===== src/rtl/branch_unit_pkg.sv =====
// ============================================================================
// Module : branch_unit_pkg
// Desc   : Comparator op encodings and branch unit state encodings.
// Rev    : 1.0  initial release
// ============================================================================
`default_nettype none

package branch_unit_pkg;

  localparam int COM_OP_END = 2;

  localparam logic [COM_OP_END:0] COM_OP_EQ  = 3'd0;
  localparam logic [COM_OP_END:0] COM_OP_NE  = 3'd1;
  localparam logic [COM_OP_END:0] COM_OP_ONE = 3'd2;
  localparam logic [COM_OP_END:0] COM_OP_LT  = 3'd4;
  localparam logic [COM_OP_END:0] COM_OP_GE  = 3'd5;
  localparam logic [COM_OP_END:0] COM_OP_LTU = 3'd6;
  localparam logic [COM_OP_END:0] COM_OP_GEU = 3'd7;

  typedef enum logic [1:0] {
    BU_ST_IDLE = 2'd0,
    BU_ST_EXEC = 2'd1,
    BU_ST_RESP = 2'd2
  } bu_state_e;

endpackage

`default_nettype wire


===== src/rtl/branch_unit_com.sv =====
// ============================================================================
// Module : branch_unit_com
// Desc   : Branch condition comparator; reserved encodings evaluate to 0.
// Rev    : 1.0  initial release
// ============================================================================
`default_nettype none

module branch_unit_com
  import branch_unit_pkg::*;
#(
  parameter int XLEN = 32
) (
  input  logic [COM_OP_END:0] op,
  input  logic [XLEN-1:0]     lhs,
  input  logic [XLEN-1:0]     rhs,
  output logic                result
);

  always_comb begin
    result = 1'b0;
    case (op)
      COM_OP_EQ:  result = (lhs == rhs);
      COM_OP_NE:  result = (lhs != rhs);
      COM_OP_ONE: result = 1'b1;
      COM_OP_LT:  result = ($signed(lhs) <  $signed(rhs));
      COM_OP_GE:  result = ($signed(lhs) >= $signed(rhs));
      COM_OP_LTU: result = (lhs <  rhs);
      COM_OP_GEU: result = (lhs >= rhs);
      default:    result = 1'b0;
    endcase
  end

endmodule

`default_nettype wire


===== src/rtl/branch_unit.sv =====
// ============================================================================
// Module : branch_unit
// Desc   : Execute-stage branch sequencer: latch, compare, resolve target/link.
// Rev    : 1.0  initial release
// ============================================================================
`default_nettype none

module branch_unit
  import branch_unit_pkg::*;
#(
  parameter int XLEN   = 32,
  parameter int IALIGN = 32
) (
  input  logic                clk,
  input  logic                reset,
  input  logic                flush,
  input  logic                in_valid,
  output logic                in_ready,
  input  logic [COM_OP_END:0] in_op,
  input  logic [XLEN-1:0]     in_lhs,
  input  logic [XLEN-1:0]     in_rhs,
  input  logic [XLEN-1:0]     in_pc,
  input  logic [XLEN-1:0]     in_imm,
  input  logic                in_is_jalr,
  input  logic                in_pred_taken,
  output logic                out_valid,
  input  logic                out_ready,
  output logic                out_taken,
  output logic [XLEN-1:0]     out_target,
  output logic [XLEN-1:0]     out_link,
  output logic                out_mispredict,
  output logic                out_misalign
);

  bu_state_e             state_q, state_d;
  logic [COM_OP_END:0]   op_q, op_d;
  logic [XLEN-1:0]       lhs_q, lhs_d, rhs_q, rhs_d, pc_q, pc_d, imm_q, imm_d;
  logic                  is_jalr_q, is_jalr_d, pred_q, pred_d;
  logic                  taken_q, taken_d, mispredict_q, mispredict_d, misalign_q, misalign_d;
  logic [XLEN-1:0]       target_q, target_d, link_q, link_d;

  logic                  com_result;
  logic                  in_fire;
  logic [XLEN-1:0]       target_sum, target_fix, link_sum;
  logic                  target_bad;

  branch_unit_com #(.XLEN(XLEN)) u_com (
    .op     (op_q),
    .lhs    (lhs_q),
    .rhs    (rhs_q),
    .result (com_result)
  );

  assign target_sum = (is_jalr_q ? lhs_q : pc_q) + imm_q;
  assign target_fix = is_jalr_q ? {target_sum[XLEN-1:1], 1'b0} : target_sum;
  assign link_sum   = pc_q + XLEN'(4);

  generate
    if (IALIGN == 16) begin : g_align16
      assign target_bad = target_fix[0];
    end else begin : g_align32
      assign target_bad = |target_fix[1:0];
    end
  endgenerate

  // RESP accepts the next request in the same cycle its result is consumed
  assign in_ready = !reset && !flush &&
                    ((state_q == BU_ST_IDLE) || ((state_q == BU_ST_RESP) && out_ready));
  assign in_fire  = in_valid && in_ready;

  always_comb begin
    state_d      = state_q;
    op_d         = op_q;
    lhs_d        = lhs_q;
    rhs_d        = rhs_q;
    pc_d         = pc_q;
    imm_d        = imm_q;
    is_jalr_d    = is_jalr_q;
    pred_d       = pred_q;
    taken_d      = taken_q;
    target_d     = target_q;
    link_d       = link_q;
    mispredict_d = mispredict_q;
    misalign_d   = misalign_q;

    if (flush) begin
      state_d      = BU_ST_IDLE;
      taken_d      = 1'b0;
      target_d     = '0;
      link_d       = '0;
      mispredict_d = 1'b0;
      misalign_d   = 1'b0;
    end else begin
      case (state_q)
        BU_ST_EXEC: begin
          taken_d      = com_result;
          target_d     = com_result ? target_fix : link_sum;
          link_d       = link_sum;
          mispredict_d = (com_result != pred_q);
          misalign_d   = com_result && target_bad;
          state_d      = BU_ST_RESP;
        end
        BU_ST_RESP: begin
          if (out_ready) state_d = in_valid ? BU_ST_EXEC : BU_ST_IDLE;
        end
        BU_ST_IDLE: begin
          if (in_valid) state_d = BU_ST_EXEC;
        end
        default: state_d = BU_ST_IDLE;
      endcase

      if (in_fire) begin
        op_d      = in_op;
        lhs_d     = in_lhs;
        rhs_d     = in_rhs;
        pc_d      = in_pc;
        imm_d     = in_imm;
        is_jalr_d = in_is_jalr;
        pred_d    = in_pred_taken;
      end
    end
  end

  always_ff @(posedge clk) begin
    if (reset) begin
      state_q      <= BU_ST_IDLE;
      op_q         <= '0;
      lhs_q        <= '0;
      rhs_q        <= '0;
      pc_q         <= '0;
      imm_q        <= '0;
      is_jalr_q    <= 1'b0;
      pred_q       <= 1'b0;
      taken_q      <= 1'b0;
      target_q     <= '0;
      link_q       <= '0;
      mispredict_q <= 1'b0;
      misalign_q   <= 1'b0;
    end else begin
      state_q      <= state_d;
      op_q         <= op_d;
      lhs_q        <= lhs_d;
      rhs_q        <= rhs_d;
      pc_q         <= pc_d;
      imm_q        <= imm_d;
      is_jalr_q    <= is_jalr_d;
      pred_q       <= pred_d;
      taken_q      <= taken_d;
      target_q     <= target_d;
      link_q       <= link_d;
      mispredict_q <= mispredict_d;
      misalign_q   <= misalign_d;
    end
  end

  assign out_valid      = (state_q == BU_ST_RESP);
  assign out_taken      = taken_q;
  assign out_target     = target_q;
  assign out_link       = link_q;
  assign out_mispredict = mispredict_q;
  assign out_misalign   = misalign_q;

endmodule

`default_nettype wire


===== config.mk =====
export PLATFORM = sky130hd
export DESIGN_NAME = branch_unit
export DESIGN_NICKNAME = d
export VERILOG_FILES = /design/src/rtl/branch_unit_pkg.sv /design/src/rtl/branch_unit_com.sv /design/src/rtl/branch_unit.sv
export SDC_FILE = /design/constraint.sdc
export NUM_CORES = 1
export LEC_CHECK = 0
export BUFFER_PORTS_ARGS = -buffer_cell sky130_fd_sc_hd__buf_4
export CORE_MARGIN = 2
export CORE_UTILIZATION = 35
export CTS_CLUSTER_DIAMETER = 50
export DETAILED_ROUTE_END_ITERATION = 12
export GPL_TIMING_DRIVEN = 0
export MAX_ROUTING_LAYER = met4
export PLACE_DENSITY_LB_ADDON = 0.08
export SLEW_MARGIN = 10
export SYNTH_ARGS = -nofsm -noshare
export SYNTH_HDL_FRONTEND = slang
export SYNTH_SLANG_ARGS = --single-unit

===== constraint.sdc =====
create_clock -name clk -period 5.05 [get_ports clk]
set_clock_uncertainty 0.05 [all_clocks]
set_input_delay 1.01 -clock clk [delete_from_list [all_inputs] [get_ports clk]]
set_output_delay 1.01 -clock clk [all_outputs]
set_load 0.1 [all_outputs]

==> results of run 1 <==
## layout by cell type, fill, tap and decap left out, types with 29 or more instances in the layout
cell,netlist,layout
nand2_1,334,334
buf_4,1,206
dfxtp_1,202,202
a21oi_1,178,178
nor2_1,88,88
clkbuf_1,66,71
ha_1,64,64
o21ai_0,51,51
inv_1,43,43
nor3_1,42,41
mux2_2,30,30
clkbuf_16,0,29
## critical path, cell delays in order, from the launching register on
cell and delay, ps:
dfxtp_1 310, clkbuf_1 430, clkbuf_1 600, mux2_2 410
ha_1 390, nand3_1 190, nor4_1 610, o211a_1 350
o41ai_2 120, and2_1 170, buf_4 150, a2111oi_1 570
o21ai_1 140
## synth_stat cells (all sizes together), types with 2 or more instances
master,number
a221o,5
mux2i,14
buf,10
clkbuf,66
ha,64
and4,7
mux2,30
nor3b,2
a32oi,5
o31ai,4
a211oi,14
o211ai,4
a2111o,3
nand2,335
xor2,24
a31oi,2
inv,44
o41ai,2
nor2b,10
a211o,3
o31a,2
nand4,16
xnor2,28
a21o,13
nand2b,9
o22ai,3
nor4,3
o21a,6
nor3,42
and2,2
a31o,2
a21oi,178
nand3,20
nor2,88
and3,10
o21ai,59
dfxtp,202
or2,4
## registers in the layout, indices dropped and copies added, names as in the netlist, 2 cells and up
name and flops:
imm_q 32, lhs_q 32, op_q 3, out_link 32, out_target 32, pc_q 32, rhs_q 32, state_q 2
## power groups by stage
stage,clock (mW),sequential (mW),combinational [mW]
2_1_floorplan,0,1.76,0.285
3_3_place_gp,0,1.72,0.546
3_5_place_dp,0,1.72,0.549
4_1_cts,2.08,1.68,0.552
5_1_grt,2.17,1.69,0.599
6_report,2.06,1.68,0.549
## through the flow
step           worst slack [ps]  total power [mW]  cells
6_report                    433              4.29   1997
5_1_grt                     124              4.45   1997
4_1_cts                     189              4.32   1997
3_5_place_dp                200              2.27   1944
3_3_place_gp                239              2.26   1944
2_1_floorplan               713              2.04   1349
## metal layers
layer,vias up,track usage,share of wire
met5,-,-,0
met4,0,0.0541,0.020
met2,287,0.355,0.43
met1,4520,0.313,0.49
met3,41,0.0290,0.059
li1,5098,-,-
## logic make-up (layout without fill, tap and decap cells)
family          Yosys count  after routing  synth area share
simple gates            552            552             0.226
compound gates          314            314             0.176
flops                   202            202             0.386
buf+inv                 120            378            0.0451
fa+ha+maj                65             65            0.0783
xor+xnor                 52             52            0.0435
mux                      44             44            0.0456
## final timing paths
check                                from             end  slack [ps]  cells past startpoint
worst max-delay path            is_jalr_q  out_target[25]         430                     12
worst min-delay path            rhs_q[18]       rhs_q[18]         400                      2
worst max register to register  is_jalr_q  out_target[25]         430                     12
worst min register to register  rhs_q[18]       rhs_q[18]         400                      2
## final cells by class
| class | count | area, µm² | share of cell area |
|---|---|---|---|
| plain buffers | 76 | 309 | 0.0229 |
| clock buffers | 38 | 790 | 0.0585 |
| clock inverters | 15 | 190 | 0.0141 |
| inverters | 44 | 165 | 0.0122 |
| multi-input cells | 1027 | 5970 | 0.442 |
| flip-flops and latches | 202 | 4040 | 0.300 |
| well taps | 390 | 488 | 0.0362 |
| repair buffers | 205 | 1540 | 0.114 |
==> flow_summary.yaml, run 1 <==
setup_path:
  cp_max_fo: 10
  end_kind: "flop"
  worst-setup-path-type: "reg -> reg"
  critPathLaunchType: "flop"
  arrival_ps: 4980
  cp_data_required_time_ps: 5410
yosys:
  ys_warn_count: 0
  avgSynthCellArea_um2: 7.77
  syn-instance-count: 1349
  syn_nets: 1552
  ys_seq_area_frac: 0.386
  synth_ff_type: "dfxtp_1"
  synth-seq-cells: 202
  netlist_area_um2: 10500
  synth-edff-count: 0
  yosysTopAreaCell: "dfxtp_1"
  synthArstFlopShare: 0
  synth.area.top_cells: "dfxtp_1 39%, nand2_1 12%, a21oi_1 8.5%"
  ys_types: 62
  synth_top_area_frac: 0.386
drt:
  drtAntennaViolNets: 0
  vias: 9946
  drt_first_pass_iters: 5
  vias_per_cell: 4.98
  routed_wl_um: 35100
  first_iter_violations: 572
  drcViolationCount: 0
  wire_per_inst_um: 17.6
layout:
  fin_nets: 1788
  post-route-util: 0.456
  finalInstanceArea_um2: 13500
  diodes: 0
  fillCellCount: 3064
  area.growth.synth_to_final_pct: 28.8
  drive_gt1_frac: 0.189
pwr:
  combinationalPowerShare: 0.128
  switching_share: 0.272
  ir_worst_vdd_uv: 197
  powerDensity_nw_per_um2: 318
  clockPowerShare: 0.480
  internal-power_mw: 3.12
  leakagePower_nw: 5.50
  p_sw_mw: 1.17
  p_seq_frac: 0.392
floorplanning:
  die_x_um: 177
  start_util: 0.354
  fp.dieArea_um2: 31300
  die_h_um: 177
  ios: 207
  fp-row-count: 63
  core_area_um2: 29600
status:
  outcome: "completed"
clock_network:
  clkLatencyLatePin_ps: 550
  hold_buffers: 0
  cts_inserted_buffers: 29
  post-cts-setup-buffers: 0
  cts_tree: "yes"
  root_buffer: "clkbuf_16"
  path_clk_slew_ps: 60
  cts_buffer_depth: 3
  post_cts_resized: 0
  clock-sinks: 202
  cts.htree.levels: 1
sta:
  max_slew_margin: 0.436
  fin_setup_tns_ps: 0
  grt_setup_unrepaired: "no"
  hold_viol: 0
  tightestPinTransition_ps: 846
  hold-worst-slack_ps: 404
  period_minus_slack_ps: 4620
  setup_viol: 0
  period_share: 0.914
  drv_slew: 0
  fmax_mhz: 217
grt:
  grt_overflow: 0
  grtUsageTotal: 0.227
  antenna_found_initial: 0
  grt_pass1_vias: 9604
  grt_pass1_wl_um: 53300
  grt_max_degree: 15
placed_design:
  gp_congestion: 0.930
  io_buffer_count: 205
  place_area_um2: 12500
  hpwlAfterDp_um: 28700
min_path:
  hp-class: "reg -> reg"
flow_run:
  maxCapViolCount: 0
No activity file was read; power rests on OpenSTA's default activity.
==> run 2, diff against run 1 <==
--- a/config.mk
+++ b/config.mk
@@ -5,11 +5,13 @@
 export SDC_FILE = /design/constraint.sdc
 export NUM_CORES = 1
 export LEC_CHECK = 0
-export BUFFER_PORTS_ARGS = -buffer_cell sky130_fd_sc_hd__buf_4
+export CELL_PAD_IN_SITES_DETAIL_PLACEMENT = 0
+export CELL_PAD_IN_SITES_GLOBAL_PLACEMENT = 1
 export CORE_MARGIN = 2
 export CORE_UTILIZATION = 35
 export CTS_CLUSTER_DIAMETER = 50
 export DETAILED_ROUTE_END_ITERATION = 12
+export DONT_BUFFER_PORTS = 1
 export GPL_TIMING_DRIVEN = 0
 export MAX_ROUTING_LAYER = met4
 export PLACE_DENSITY_LB_ADDON = 0.08
==> constraint.sdc (replaced) <==
create_clock -name clk -period 4.5 [get_ports clk]
set_clock_uncertainty 0.05 [all_clocks]
set_input_delay 0.9 -clock clk [delete_from_list [all_inputs] [get_ports clk]]
set_output_delay 0.9 -clock clk [all_outputs]
set_load 0.1 [all_outputs]
==> run 2 against run 1 <==
Worst setup slack better by 14 ps. Critical path type unchanged. Register-to-register slack about the same. Final cell count down 9.8%. Clock power up 19%. First-iteration DRC count down 5.6%. Total power up 13%. Sequential power up 17%. Non-clock buffer count down 203.
==> flow_summary.yaml, run 2 (synthesis results as in run 1) <==
setup_path:
  crit_chain: "clkbuf_2, mux2_2, ha_1, o21ai_0, nor2_1, a221o_1, o211a_1, o41ai_2, and2_1, buf_4, nor4_1, a2111o_1, o21ai_1"
  worstReg2RegStart: "is_jalr_q"
  cp_max_fo: 10
  critPathCapture: "out_target[31]"
  end_kind: "flop"
  startpoint: "is_jalr_q"
  worst-setup-path-type: "reg -> reg"
  rr_endpoint: "out_target[31]"
  reg2reg_depth: 13
  rrSetupSlack_ps: 450
  slowest_stage: "dfxtp_2"
  critPathLaunchType: "flop"
  cp_data_required_time_ps: 4930
  arrival_ps: 4480
  slowest_delay_ps: 460
drt:
  drtAntennaViolNets: 0
  drt_first_pass_iters: 4
  vias: 9245
  wire_per_inst_um: 19.6
  drcViolationCount: 0
  vias_per_cell: 5.13
  routed_wl_um: 35300
  first_iter_violations: 540
clock_network:
  cts_inserted_buffers: 31
  clkLatencyLatePin_ps: 550
  cts_buffer_depth: 3
  hold_buffers: 0
  cts_tree: "yes"
  cts.htree.levels: 1
  clock-sinks: 202
  path_clk_slew_ps: 60
  root_buffer: "clkbuf_16"
sta:
  period_minus_slack_ps: 4050
  fmax_mhz: 247
  drv_slew: 0
  tightestPinTransition_ps: 1060
  max_slew_margin: 0.293
  hold_viol: 0
  grt_setup_unrepaired: "no"
  period_share: 0.901
  setup_viol: 0
pwr:
  powerDensity_nw_per_um2: 400
  power_mw: 4.85
  ir_worst_vdd_uv: 274
  leakagePower_nw: 4.53
grt:
  use_met3: 0.0629
  grt_pass1_wl_um: 53200
  grt_max_degree: 16
  grt_busiest_layer: "met2"
  met2_usage: 0.347
  grtUsageTotal: 0.230
  grt_overflow: 0
  grt_util_met1: 0.306
  antenna_found_initial: 5
  grt_pass1_vias: 8899
floorplanning:
  fp-row-count: 63
  start_util: 0.354
  die_x_um: 177
  core_area_um2: 29600
  fp.dieArea_um2: 31300
  ios: 207
  die_h_um: 177
flow_run:
  maxCapViolCount: 0
placed_design:
  hpwlAfterDp_um: 28700
  place_inst: 1743
  gp_congestion: 0.871
  io_buffer_count: 0
  place_area_um2: 11000
layout:
  mostFrequentLayoutCell: "nand2_1"
  area.growth.synth_to_final_pct: 15.7
  finalInstanceArea_um2: 12100
  finalNonFillerCells: 1802
  layout_common_cells: "334 x nand2_1, 201 x dfxtp_1, 178 x a21oi_1"
  fin_nets: 1587
  drive_gt1_frac: 0.0795
status:
  outcome: "completed"
min_path:
  hp-class: "reg -> reg"
[run 2: what timing repair did]
action / in CTS / in global routing
buffers inserted: 0 / 0
resized for setup: 2 / 2
setup endpoints to repair: 2 / 14
[run 2: metrics by stage]
stage | utilization | worst slack (ps) | hold WS, ps | TNS, ps
3_5_place_dp | 0.374 | -436 | 397 | -21790
2_1_floorplan | - | 273 | 386 | 0
6_report | 0.410 | 446 | 403 | 0
4_1_cts | 0.410 | 65.9 | 403 | 0
5_1_grt | 0.410 | 165 | 412 | 0
3_3_place_gp | 0.371 | -1680 | 394 | -167150
[run 2: worst min path at each step]
| stage | startpoint | to | slack, ps | cells past startpoint |
|---|---|---|---|---|
| final | rhs_q[23] | rhs_q[23] | 400 | 2 |
| after global routing | in_imm[30] | imm_q[30] | 410 | 2 |
| after CTS | in_rhs[2] | rhs_q[2] | 400 | 2 |
| after detailed placement | rhs_q[20] | rhs_q[20] | 400 | 2 |
| after global placement | rhs_q[10] | rhs_q[10] | 390 | 2 |
| after floorplan | rhs_q[10] | rhs_q[10] | 390 | 2 |
[run 2: routing by layer]
| layer | wire, µm | share of wire |
|---|---|---|
| met5 | 0 | 0 |
| met1 | 16600 | 0.47 |
| met3 | 2870 | 0.081 |
| met2 | 15100 | 0.43 |
| met4 | 807 | 0.023 |
[run 2: worst max-delay path, delay by kind of cell, from the launching register on]
| family | cells | cell delay, ps |
|---|---|---|
| muxes | 1 | 370 |
| and+or+nand+nor | 3 | 330 |
| AOI/OAI and AO/OA | 6 | 1960 |
| buffers and inverters | 2 | 450 |
| DFF | 1 | 460 |
| adders and majority gates | 1 | 350 |
[run 2: area by class of cell]
| type | count | area (µm²) |
|---|---|---|
| fill | 3186 | 17400 |
| sequential | 202 | 4050 |
| multi-input combinational | 1027 | 5980 |
| timing repair buffer | 4 | 62.6 |
| antenna | 3 | 7.51 |
| inverter | 44 | 165 |
| clock inverter | 20 | 231 |
| tap | 390 | 488 |
| clock buffer | 38 | 842 |
| buffer | 74 | 302 |
[run 2: power by group]
part / leakage, nW / internal, mW / switching, mW
Combinational: 2.38 / 0.157 / 0.286
Clock: 0.516 / 1.52 / 0.925
Sequential: 1.64 / 1.84 / 0.122
Total: 4.53 / 3.52 / 1.33
